**src/rtl/mips_ctrl_pkg.sv**
```systemverilog
`default_nettype none
// ============================================================================
// Module      : mips_ctrl_pkg
// Description : Shared state, opcode, ALUOp and mux-select encodings for the
//               multicycle MIPS control path.
// Revision    : 1.0 - initial release
// ============================================================================
package mips_ctrl_pkg;

    typedef enum logic [3:0] {
        ST_IDLE   = 4'd0,
        ST_FETCH  = 4'd1,
        ST_DECODE = 4'd2,
        ST_MEMADR = 4'd3,
        ST_MEMRD  = 4'd4,
        ST_MEMWB  = 4'd5,
        ST_MEMWR  = 4'd6,
        ST_REX    = 4'd7,
        ST_RWB    = 4'd8,
        ST_IEX    = 4'd9,
        ST_IWB    = 4'd10,
        ST_BEQ    = 4'd11,
        ST_JMP    = 4'd12
    } state_t;

    localparam logic [5:0] C_OP_RTYPE = 6'b000000;
    localparam logic [5:0] C_OP_LW    = 6'b100011;
    localparam logic [5:0] C_OP_SW    = 6'b101011;
    localparam logic [5:0] C_OP_ADDI  = 6'b001000;
    localparam logic [5:0] C_OP_ORI   = 6'b001101;
    localparam logic [5:0] C_OP_LUI   = 6'b001111;
    localparam logic [5:0] C_OP_BEQ   = 6'b000100;
    localparam logic [5:0] C_OP_J     = 6'b000010;

    // ALUOp codes consumed by the ALU control decoder (SUB maps to 0100 there)
    localparam logic [2:0] C_ALUOP_RTYPE = 3'b111;
    localparam logic [2:0] C_ALUOP_ADD   = 3'b100;
    localparam logic [2:0] C_ALUOP_OR    = 3'b101;
    localparam logic [2:0] C_ALUOP_LUI   = 3'b000;
    localparam logic [2:0] C_ALUOP_SUB   = 3'b001;

    localparam logic [1:0] C_SRCB_RT      = 2'b00;
    localparam logic [1:0] C_SRCB_FOUR    = 2'b01;
    localparam logic [1:0] C_SRCB_IMM     = 2'b10;
    localparam logic [1:0] C_SRCB_IMM_SH2 = 2'b11;

    localparam logic [1:0] C_PCSRC_ALU    = 2'b00;
    localparam logic [1:0] C_PCSRC_ALUOUT = 2'b01;
    localparam logic [1:0] C_PCSRC_JUMP   = 2'b10;

    typedef struct packed {
        logic is_mem;
        logic is_r;
        logic is_i;
        logic is_beq;
        logic is_j;
        logic illegal;
    } opclass_t;

endpackage
`default_nettype wire

```
**src/rtl/opcode_class_decode.sv**
```systemverilog
`default_nettype none
// ============================================================================
// Module      : opcode_class_decode
// Description : Combinational opcode classifier used by the DECODE state.
// Revision    : 1.0 - initial release
// ============================================================================
module opcode_class_decode
    import mips_ctrl_pkg::*;
(
    input  logic [5:0] i_opcode,
    output opclass_t   o_class
);

    always_comb begin
        o_class = '0;
        case (i_opcode)
            C_OP_LW, C_OP_SW:             o_class.is_mem  = 1'b1;
            C_OP_RTYPE:                   o_class.is_r    = 1'b1;
            C_OP_ADDI, C_OP_ORI, C_OP_LUI: o_class.is_i   = 1'b1;
            C_OP_BEQ:                     o_class.is_beq  = 1'b1;
            C_OP_J:                       o_class.is_j    = 1'b1;
            default:                      o_class.illegal = 1'b1;
        endcase
    end

endmodule
`default_nettype wire

```
**src/rtl/multicycle_control.sv**
```systemverilog
`default_nettype none
// ============================================================================
// Module      : multicycle_control
// Description : Main control FSM of the multicycle MIPS datapath with a
//               MemReady stall handshake and a registered IllegalOp pulse.
// Revision    : 1.0 - initial release
// ============================================================================
module multicycle_control
    import mips_ctrl_pkg::*;
(
    input  logic       clk,
    input  logic       reset,
    input  logic [5:0] Opcode,
    input  logic       MemReady,
    output logic       PCWrite,
    output logic       PCWriteCond,
    output logic       IorD,
    output logic       MemRead,
    output logic       MemWrite,
    output logic       IRWrite,
    output logic       MemtoReg,
    output logic       RegDst,
    output logic       RegWrite,
    output logic       ALUSrcA,
    output logic [1:0] ALUSrcB,
    output logic [1:0] PCSrc,
    output logic [2:0] ALUOp,
    output logic       IllegalOp
);

    state_t     r_state;
    state_t     w_next_state;
    logic [5:0] r_op_q;
    logic       r_illegal;
    opclass_t   w_class;

    opcode_class_decode u_opcode_class_decode (
        .i_opcode (Opcode),
        .o_class  (w_class)
    );

    always_ff @(posedge clk) begin
        if (reset) begin
            r_state   <= ST_IDLE;
            r_op_q    <= '0;
            r_illegal <= 1'b0;
        end else begin
            r_state   <= w_next_state;
            if (r_state == ST_DECODE) begin
                r_op_q <= Opcode;
            end
            // Pulse lands in the cycle after DECODE and clears on its own
            r_illegal <= (r_state == ST_DECODE) && w_class.illegal;
        end
    end

    always_comb begin
        w_next_state = r_state;
        case (r_state)
            ST_IDLE:   w_next_state = ST_FETCH;
            ST_FETCH:  w_next_state = MemReady ? ST_DECODE : ST_FETCH;
            ST_DECODE: begin
                if (w_class.is_mem)      w_next_state = ST_MEMADR;
                else if (w_class.is_r)   w_next_state = ST_REX;
                else if (w_class.is_i)   w_next_state = ST_IEX;
                else if (w_class.is_beq) w_next_state = ST_BEQ;
                else if (w_class.is_j)   w_next_state = ST_JMP;
                else                     w_next_state = ST_FETCH;
            end
            ST_MEMADR: w_next_state = (r_op_q == C_OP_LW) ? ST_MEMRD : ST_MEMWR;
            ST_MEMRD:  w_next_state = MemReady ? ST_MEMWB : ST_MEMRD;
            ST_MEMWB:  w_next_state = ST_FETCH;
            ST_MEMWR:  w_next_state = MemReady ? ST_FETCH : ST_MEMWR;
            ST_REX:    w_next_state = ST_RWB;
            ST_RWB:    w_next_state = ST_FETCH;
            ST_IEX:    w_next_state = ST_IWB;
            ST_IWB:    w_next_state = ST_FETCH;
            ST_BEQ:    w_next_state = ST_FETCH;
            ST_JMP:    w_next_state = ST_FETCH;
            default:   w_next_state = ST_IDLE;
        endcase
    end

    always_comb begin
        PCWrite     = 1'b0;
        PCWriteCond = 1'b0;
        IorD        = 1'b0;
        MemRead     = 1'b0;
        MemWrite    = 1'b0;
        IRWrite     = 1'b0;
        MemtoReg    = 1'b0;
        RegDst      = 1'b0;
        RegWrite    = 1'b0;
        ALUSrcA     = 1'b0;
        ALUSrcB     = C_SRCB_RT;
        PCSrc       = C_PCSRC_ALU;
        ALUOp       = C_ALUOP_ADD;
        case (r_state)
            ST_IDLE: ALUOp = C_ALUOP_LUI;
            ST_FETCH: begin
                MemRead = 1'b1;
                ALUSrcB = C_SRCB_FOUR;
                IRWrite = MemReady;
                PCWrite = MemReady;
            end
            ST_DECODE: ALUSrcB = C_SRCB_IMM_SH2;
            ST_MEMADR: begin
                ALUSrcA = 1'b1;
                ALUSrcB = C_SRCB_IMM;
            end
            ST_MEMRD: begin
                MemRead = 1'b1;
                IorD    = 1'b1;
            end
            ST_MEMWB: begin
                RegWrite = 1'b1;
                MemtoReg = 1'b1;
            end
            ST_MEMWR: begin
                MemWrite = 1'b1;
                IorD     = 1'b1;
            end
            ST_REX: begin
                ALUSrcA = 1'b1;
                ALUOp   = C_ALUOP_RTYPE;
            end
            ST_RWB: begin
                RegWrite = 1'b1;
                RegDst   = 1'b1;
            end
            ST_IEX: begin
                ALUSrcA = 1'b1;
                ALUSrcB = C_SRCB_IMM;
                case (r_op_q)
                    C_OP_ORI: ALUOp = C_ALUOP_OR;
                    C_OP_LUI: ALUOp = C_ALUOP_LUI;
                    default:  ALUOp = C_ALUOP_ADD;
                endcase
            end
            ST_IWB: RegWrite = 1'b1;
            ST_BEQ: begin
                ALUSrcA     = 1'b1;
                ALUOp       = C_ALUOP_SUB;
                PCWriteCond = 1'b1;
                PCSrc       = C_PCSRC_ALUOUT;
            end
            ST_JMP: begin
                PCWrite = 1'b1;
                PCSrc   = C_PCSRC_JUMP;
            end
            default: ALUOp = C_ALUOP_LUI;
        endcase
    end

    assign IllegalOp = r_illegal;

endmodule
`default_nettype wire

```
**config.mk**
```make
export PLATFORM = sky130hd
export DESIGN_NAME = multicycle_control
export DESIGN_NICKNAME = d
export VERILOG_FILES = /design/src/rtl/mips_ctrl_pkg.sv /design/src/rtl/opcode_class_decode.sv /design/src/rtl/multicycle_control.sv
export SDC_FILE = /design/constraint.sdc
export NUM_CORES = 1
export LEC_CHECK = 0
export ABC_AREA = 1
export CAP_MARGIN = 20
export CORE_MARGIN = 2
export CORE_UTILIZATION = 55
export CTS_BUF_LIST = sky130_fd_sc_hd__clkbuf_8
export CTS_CLUSTER_DIAMETER = 200
export DETAILED_ROUTE_END_ITERATION = 6
export DONT_BUFFER_PORTS = 1
export PLACE_DENSITY_LB_ADDON = 0.12
export SYNTH_ARGS = -nofsm -noshare
export SYNTH_HDL_FRONTEND = slang
export SYNTH_SLANG_ARGS = --single-unit
```
**constraint.sdc**
```tcl
create_clock -name clk -period 2 [get_ports clk]
set_clock_uncertainty 0.15 [all_clocks]
set_input_delay 0.2 -clock clk [delete_from_list [all_inputs] [get_ports clk]]
set_output_delay 0.2 -clock clk [all_outputs]
set_load 0.01 [all_outputs]
```
==> out/qor.csv <==
stage,metric,value,unit
clock_tree,ctsRootBufferMaster,clkbuf_8,
routing,final_antenna_net_count,0,
pwr,p_per_area,638,nW/um^2
layout,nets,154,
worst_setup_path,crit-reg2reg-capture,r_state[1],
clock_tree,insertion_delay,230,ps
place,place_hpwl,1640,um
worst_setup_path,cp_max_fo,6,
synthesis,syn_area_per_cell,6.25,um^2
clock_tree,cts_tree,built,
layout,fillers,141,
run,max-cap-violations,0,
synthesis,synth_cells,139,
synthesis,ys_async_sr_fraction,0,%
synthesis,synthesis.area,868,um^2
global_routing,grt_pass1_wl,3660,um
synthesis,synth-seq-area-share,25.4,%
worst_setup_path,r2r_setup_slack,520,ps
timing,slew_headroom,67.8,%
floorplan,core_area,1490,um^2
worst_setup_path,startpoint_type,flip-flop,
timing,period_minus_slack,1810,ps
floorplan,die_w,43.7,um
layout,drive_above_1_share,15.3,%
floorplan,initial_core_util,58.3,%
synthesis,ys_warn_count,0,
floorplan,die-area,1910,um^2
routing,drt_iter0_drc,41,
worst_setup_path,cp-endpoint,ALUOp[2],
pwr,max-vdd-ir-drop,0.416,mV
place,numPortBuffers,0,
worst_setup_path,ff2ff_path_depth,7,
worst_setup_path,worst_setup_path_end_kind,output pin,
layout,post-route-util,63.5,%
min_path,hp-class,in2reg,
synthesis,synth-edff-count,0,
place,dpl.cell_count,151,
routing,post-route-drc-count,0,
worst_setup_path,crit_path_start,r_state[0],
floorplan,io_pins,27,
timing,fin_hold_ws,5.05,ps
pwr,power,0.604,mW
timing,tns,0,ps
worst_setup_path,critPathRequiredTime,1650,ps
clock_tree,clkSlewWorstSetupHoldPaths,50,ps
layout,final_common_cell,nand2_1,
status,outcome,completed,
timing,hold_viol,0,
synthesis,syn_nets,148,
pwr,leakage,0.437,nW
clock_tree,cts_sinks,11,
synthesis,ys.flop_type,dfxtp_1,
layout,syn2layout_area_growth,8.93,%
worst_setup_path,crit_type,reg2out,
global_routing,grt_max_degree,12,
clock_tree,cts_htree_levels,1,
global_routing,grt_pass1_vias,873,
clock_tree,numCtsBuffers,3,
global_routing,grtUsageTotal,25.3,%
timing,setup_violations,0,
synthesis,ys_ff_latch,11,
timing,fin_crit_sh,90.4,%
floorplan,row_count,14,
global_routing,grt_antenna_before_repair,0,
place,gp_congestion,0.911,
synthesis,synthDistinctLibCells,29,
timing,rsz0062_at_grt,false,
routing,finalWirelength,2130,um
clock_tree,post_cts.repair.setup_buffers,0,
floorplan,die_h,43.7,um
layout,instances_no_fill,160,
timing,final-max-slew-violation-count,0,
layout,final_cell_mix,"31 x nand2_1, 25 x nor2_1, 17 x inv_1",
clock_tree,clk_path_buf_depth,2,
timing,worst_pin_slew,482,ps
worst_setup_path,reg2reg_from,r_state[3],
layout,antenna_cells,0,
routing,vias,903,
routing,via_per_inst,5.64,
worst_setup_path,arrival,1460,ps
routing,wl_per_cell,13.3,um
routing,first_pass_iters,4,
timing,max_freq,0.553,GHz
global_routing,grt-ovfl-total,0,
-- power by group --
group / leakage (nW) / switching, mW / internal, mW
sequential: 0.0900 / 0.0193 / 0.234
combinational: 0.321 / 0.0932 / 0.0460
clock: 0.0269 / 0.0769 / 0.134
total: 0.437 / 0.189 / 0.414
-- Yosys cell counts, types with 2 or more instances --
cell type	number	area, um^2
dfxtp_1	11	220
nor2_1	25	93.8
nand2_1	31	116
a211oi_1	2	15.0
o21ai_0	6	30.0
inv_2	3	11.3
a21oi_1	4	20.0
nor2_4	2	22.5
buf_4	2	15.0
nor3_1	3	15.0
nor3_2	2	20.0
nand3_1	12	60.1
nor2_2	4	25.0
a211oi_2	2	25.0
inv_1	16	60.1
-- layer usage --
layer | vias to the layer above | global-route usage [%] | wire (um)
li1 | 453 | - | -
met1 | 406 | 28.5 | 860
met2 | 40 | 43.5 | 1070
met3 | 4 | 7.08 | 171
met4 | 0 | 12.1 | 30
met5 | - | 0 | 0
-- what timing repair did --
action                                 in CTS  in global routing
setup endpoints to repair                   0                  1
endpoints found under the hold margin      11                  0
gates resized for setup                     0                  1
hold buffers                                5                  0
-- flip-flops by register name, summed over array words and instances (netlist names) --
name and flops:
r_op_q 6, r_state 4, IllegalOp 1
-- worst min-delay path by stage --
stage	startpoint	end	slack, ps	cells past startpoint
after floorplan	reset	r_op_q[1]	130	1
after global placement	reset	r_op_q[3]	120	1
after detailed placement	reset	r_op_q[3]	120	1
after CTS	Opcode[1]	r_op_q[1]	6	2
after global routing	Opcode[2]	r_op_q[2]	50	2
final	Opcode[1]	r_op_q[1]	5	2
-- kinds of logic after synthesis --
group,share of synthesized area [%]
AO/OA/AOI/OAI,12.7
buffers and inverters,13.7
flip-flops,25.4
AND/OR/NAND/NOR,48.3
-- worst max-delay path, cell delays in order, from the launching register on --
cell and delay [ps]:
dfxtp_1 480, inv_2 70, nor2_2 170, nand2_1 130, nand2_1 160, nor3_1 80, nand4_1 130
-- area by class of cell --
| type | instances | area, um^2 | area share [%] |
|---|---|---|---|
| clock buffer | 3 | 41.3 | 4.37 |
| clock inverter | 1 | 3.75 | 0.397 |
| inverter | 21 | 80.1 | 8.47 |
| multi-input combinational | 103 | 529 | 56.0 |
| sequential | 11 | 221 | 23.4 |
| tap | 16 | 20.0 | 2.12 |
| timing repair buffer | 5 | 50.0 | 5.29 |
-- stage by stage --
| step | instance area, um^2 | worst slack (ps) |
|---|---|---|
| 2_1_floorplan | 868 | 619 |
| 3_3_place_gp | 850 | 409 |
| 3_5_place_dp | 850 | 356 |
| 4_1_cts | 945 | 102 |
| 5_1_grt | 946 | 61.1 |
| 6_report | 946 | 192 |
Note: power is estimated with default switching activity, not from simulation.
